File: src/rtl/program_loader_pkg.sv
`default_nettype none
// ============================================================================
// Module      : program_loader_pkg
// Description : Shared types and constants for the byte-stream program loader.
// Revision    : 1.0 - initial release
// ============================================================================
package program_loader_pkg;

   typedef enum logic [1:0] {
      IDLE = 2'd0,
      LOAD = 2'd1,
      DONE = 2'd2
   } state_t;

   localparam int BYTES_PER_WORD    = 4;
   localparam int NUM_WORDS_DEFAULT = 32;
   localparam int IMAGE_BYTES       = NUM_WORDS_DEFAULT * BYTES_PER_WORD;

endpackage : program_loader_pkg
`default_nettype wire

File: src/rtl/program_loader.sv
`default_nettype none
// ============================================================================
// Module      : program_loader
// Description : Assembles a byte stream into a flat instruction image and
//               releases the core once the image is complete.
// Revision    : 1.0 - initial release
// ============================================================================
module program_loader
   import program_loader_pkg::*;
#(
   parameter int NUM_WORDS  = 32,
   parameter int WORD_WIDTH = 32
) (
   input  logic                                           clk,
   input  logic                                           rstn,
   input  logic                                           start,
   input  logic                                           in_valid,
   input  logic [7:0]                                     in_data,
   input  logic                                           in_last,
   output logic                                           in_ready,
   output logic [NUM_WORDS*WORD_WIDTH-1:0]                i_memory_input,
   output logic [$clog2(NUM_WORDS*BYTES_PER_WORD):0]      byte_count,
   output logic                                           load_done,
   output logic                                           core_run
);

   localparam int                c_IMAGE_BYTES = NUM_WORDS * BYTES_PER_WORD;
   localparam int                c_IDX_W       = $clog2(c_IMAGE_BYTES);
   localparam int                c_CNT_W       = c_IDX_W + 1;
   localparam logic [c_CNT_W-1:0] c_LAST_IDX   = c_CNT_W'(c_IMAGE_BYTES - 1);

   state_t                           r_state;
   state_t                           w_next_state;
   logic                             w_in_ready;
   logic                             w_xfer;
   logic                             w_clear;
   logic                             w_at_end;
   logic [NUM_WORDS*WORD_WIDTH-1:0]  r_image;
   logic [c_CNT_W-1:0]               r_count;

   assign w_xfer   = in_valid && w_in_ready;
   assign w_at_end = (r_count == c_LAST_IDX);
   // A (re)load request is honoured from IDLE or DONE, never mid-load.
   assign w_clear  = start && (r_state != LOAD);

   always_ff @(posedge clk) begin
      if (rstn) begin
         r_state <= IDLE;
      end else begin
         r_state <= w_next_state;
      end
   end

   always_comb begin
      w_next_state = r_state;
      w_in_ready   = 1'b0;
      case (r_state)
         IDLE: begin
            if (start) begin
               w_next_state = LOAD;
            end
         end
         LOAD: begin
            w_in_ready = 1'b1;
            if (in_valid && (in_last || w_at_end)) begin
               w_next_state = DONE;
            end
         end
         DONE: begin
            if (start) begin
               w_next_state = LOAD;
            end
         end
         default: begin
            w_next_state = IDLE;
         end
      endcase
   end

   // Byte k lands at bits [8k+7:8k], giving little-endian words.
   always_ff @(posedge clk) begin
      if (rstn) begin
         r_image <= '0;
         r_count <= '0;
      end else if (w_clear) begin
         r_image <= '0;
         r_count <= '0;
      end else if (w_xfer) begin
         r_image[{r_count[c_IDX_W-1:0], 3'b000} +: 8] <= in_data;
         r_count                                      <= r_count + 1'b1;
      end
   end

   assign in_ready       = w_in_ready;
   assign i_memory_input = r_image;
   assign byte_count     = r_count;
   assign load_done      = (r_state == DONE);
   assign core_run       = (r_state == DONE);

endmodule : program_loader
`default_nettype wire

File: config.mk
export PLATFORM = sky130hd
export DESIGN_NAME = program_loader
export DESIGN_NICKNAME = d
export VERILOG_FILES = /design/src/rtl/program_loader_pkg.sv /design/src/rtl/program_loader.sv
export SDC_FILE = /design/constraint.sdc
export NUM_CORES = 2
export LEC_CHECK = 0
export CAP_MARGIN = 10
export CORE_AREA = 2 2 412 414
export CTS_BUF_LIST = sky130_fd_sc_hd__clkbuf_4 sky130_fd_sc_hd__clkbuf_8 sky130_fd_sc_hd__clkbuf_16
export CTS_CLUSTER_SIZE = 24
export DETAILED_ROUTE_END_ITERATION = 8
export DIE_AREA = 0 0 414 416
export REMOVE_ABC_BUFFERS = 1
export SLEW_MARGIN = 20
export SYNTH_ARGS = -nofsm -noshare
export SYNTH_HDL_FRONTEND = slang
export SYNTH_SLANG_ARGS = --single-unit
File: constraint.sdc
create_clock -name clk -period 3.76 [get_ports clk]
set_input_delay 0.752 -clock clk [delete_from_list [all_inputs] [get_ports clk]]
set_output_delay 0.752 -clock clk [all_outputs]
set_load 0.01 [all_outputs]
==> impl_metrics.tcl <==
set metrics [dict create \
    synth-main-ff-cell "dfxtp_1" \
    leakagePower_nw 20.6 \
    synth_edf_count 0 \
    cp-start-kind "flip-flop" \
    cts_setup_buffers 0 \
    min_path_type "reg -> reg" \
    utilization_pct 33.8 \
    arrival_ns 4.01 \
    vias_per_cell 5.02 \
    cts_buffers 113 \
    hold_depth 2 \
    path_cells "inv_1 > ha_2 > nor3b_2 > buf_4 > xnor2_2 > buf_4 > and3_2 > nand3_2 > mux2i_1" \
    syn_area_um2 39200 \
    place_congestion 0.859 \
    cts-resized-gates 0 \
    grt_pass1_vias 34500 \
    max_stage_delay_ns 0.76 \
    synth_top_area_cell "dfxtp_1" \
    synth_top_area_share_pct 52.7 \
    cp_slowest_cell "and3_2" \
    powerDensity_nw_per_um2 410 \
    p_total_w 0.0233 \
    grt_start_max_net_pins 149 \
    rsz0062_at_grt "false" \
    grt_overflow 0 \
    route.met3.wl_um 14000 \
    dp_hpwl_um 141000 \
    cap_viol_max_count 0 \
    yosysUniqueCellTypes 67 \
    grt_usage_pct 21.7 \
    post-place-cells 6955 \
    hp-start "i_memory_input[978]" \
    final_cells 7169 \
    dr_wl_met2_um 93900 \
    start_util_pct 23.3 \
    dieArea_um2 172000 \
    rr_startpoint "byte_count[0]" \
    clock_skew_ns 0.0449 \
    layout_min_cycle_time_ns 3.39 \
    cts-root-buf "clkbuf_16" \
    yosysWarnings 0 \
    clock-sinks 1034 \
    timing.critical_path.to_type "flip-flop" \
    setup_viol 0 \
    wire_per_inst_um 27.4 \
    ant_nets 0 \
    first_pass_iters 5 \
    critical_path.most_common_cell "buf_4" \
    hold_viol_final 0 \
    num_rows 151 \
    io-pin-count 1048 \
    grt_pass1_wl_um 271000 \
    drc_errors 0 \
    fmax_mhz 295 \
    synth_commonest_cells "dfxtp_1 (1034), o211ai_1 (568), nand2_1 (499)" \
    crit_buf_inv 3 \
    core_um2 168000 \
    wirelength_um 196000 \
    cpLargestDelayFamily "simple AND/OR/NAND/NOR gates" \
    antenna_found_initial 7 \
    vias 36000 \
    die_y_um 416 \
    synthTopCellsByArea "dfxtp_1 (53%), mux2i_1 (12%), o211ai_1 (11%)" \
    synthArstFlopShare_pct 0 \
    hold_buffers 0 \
    syn_inst 3922 \
    cts_buffer_depth 3 \
    cts_tree "done" \
    htreeDepth 3 \
    clk-insertion-delay-late_ns 0.77 \
    r2r-end "i_memory_input[581]" \
    avgSynthCellArea_um2 10.0 \
    ys_seq_area_share_pct 52.7 \
    timing_worst_setup_path_type "reg -> reg" \
    fillers 17100 \
    finalSetupTns_ns 0 \
    r2r_slack_ns 0.37 \
    highest_layer "met4" \
    period_share_pct 90.3 \
    port_buffers 1047 \
    clkTransAtPathRegs_ns 0.06 \
    worst_slew_pin_slew_ns 1.10 \
    relSlewSlack_pct 26.4 \
    peakVddDrop_v 0.000400 \
    place_area_um2 53000 \
    path_max_fanout 19 \
    worstPathRequired_ns 4.37 \
    synthMostInstantiatedCell "dfxtp_1" \
    die_x_um 414 \
    finalMaxSlewViolations 0 \
    yosys_register_bits 1034 \
    r2r_cells 9 \
    min_to "i_memory_input[978]" \
    drt_iter0_drc 3331 \
    fin_area_um2 56900 \
    fin_nets 4870 \
    wl_met1_um 79200 \
    syn_to_final_growth_pct 45.0 \
    drive_gt1_share_pct 11.1 \
    status "finished, final reports clean" \
]
==> power by group <==
part	switching [W]	leakage [nW]	internal, W
Clock	0.00496	1.97	0.00672
Sequential	0.00000278	8.32	0.0110
Combinational	0.000577	10.3	0.000119
Total	0.00554	20.6	0.0178
==> sequential cells by signal, indices dropped and copies added, names as in the netlist <==
signal and cells:
i_memory_input 1024, r_state 2, byte_count 8
==> worst max path at each step <==
stage	slack, ns	endpoint	cells after the start	start
after floorplan	-46.49	i_memory_input[960]	3	rstn
after global placement	-0.001	i_memory_input[396]	7	in_valid
after detailed placement	-0.12	i_memory_input[394]	7	in_valid
after CTS	0.32	i_memory_input[156]	9	byte_count[0]
after global routing	0.11	i_memory_input[579]	9	byte_count[0]
final	0.37	i_memory_input[581]	9	byte_count[0]
==> layer usage <==
layer / GRT usage [%] / vias up
li1: - / 16200
met1: 26.2 / 18000
met2: 36.4 / 1434
met3: 5.14 / 318
met4: 10.2 / 0
met5: 0 / -
==> tightest hold or removal path: stages (launching register included) <==
cell	delay (ns)
dfxtp_1	0.30
nand2_1	0.05
mux2i_1	0.05
==> stage by stage <==
step | worst slack [ns] | hold WS (ns)
after floorplan | -46.49 | 0.479
after global placement | -0.000995 | 0.442
after detailed placement | -0.115 | 0.446
after CTS | 0.324 | 0.457
after global routing | 0.109 | 0.471
final | 0.366 | 0.454
==> layout make-up <==
| class | count | area, µm² | area share [%] |
|---|---|---|---|
| clock buffers | 158 | 3300 | 5.80 |
| clock inverters | 47 | 601 | 1.06 |
| repair buffers | 1251 | 12400 | 21.7 |
| diodes | 9 | 22.5 | 0.0396 |
| flip-flops and latches | 1034 | 20700 | 36.4 |
| well taps | 2218 | 2780 | 4.88 |
| inverters | 7 | 26.3 | 0.0462 |
| multi-input cells | 2445 | 17100 | 30.1 |
==> cells in the final DEF (no fill, tap or decap), types with 26 or more instances in the layout <==
cell type	Yosys	final
o211ai_1	568	568
buf_12	0	31
o31ai_1	304	304
dfxtp_1	1034	1034
nand3_2	21	26
nand3_1	96	90
mux2i_1	457	457
or2_2	33	33
o21ai_0	266	266
buf_4	7	173
nand2_1	499	496
clkdlybuf4s50_1	0	1039
clkbuf_16	0	114
or2_0	29	29
==> logic make-up (layout without fill, tap and decap cells) <==
| logic type | count (synthesis) | in the layout | share of synthesized area (%) |
|---|---|---|---|
| AO/OA/AOI/OAI | 1183 | 1183 | 21.0 |
| XOR/XNOR | 7 | 7 | 0.156 |
| adder cells (fa/ha/maj) | 5 | 5 | 0.159 |
| buffers and inverters | 443 | 1463 | 4.50 |
| flip-flops | 1034 | 1034 | 52.7 |
| multiplexers | 457 | 457 | 11.7 |
| other | 0 | 9 | 0 |
| AND/OR/NAND/NOR | 793 | 793 | 9.80 |
No activity file was read; power rests on OpenSTA's default activity.
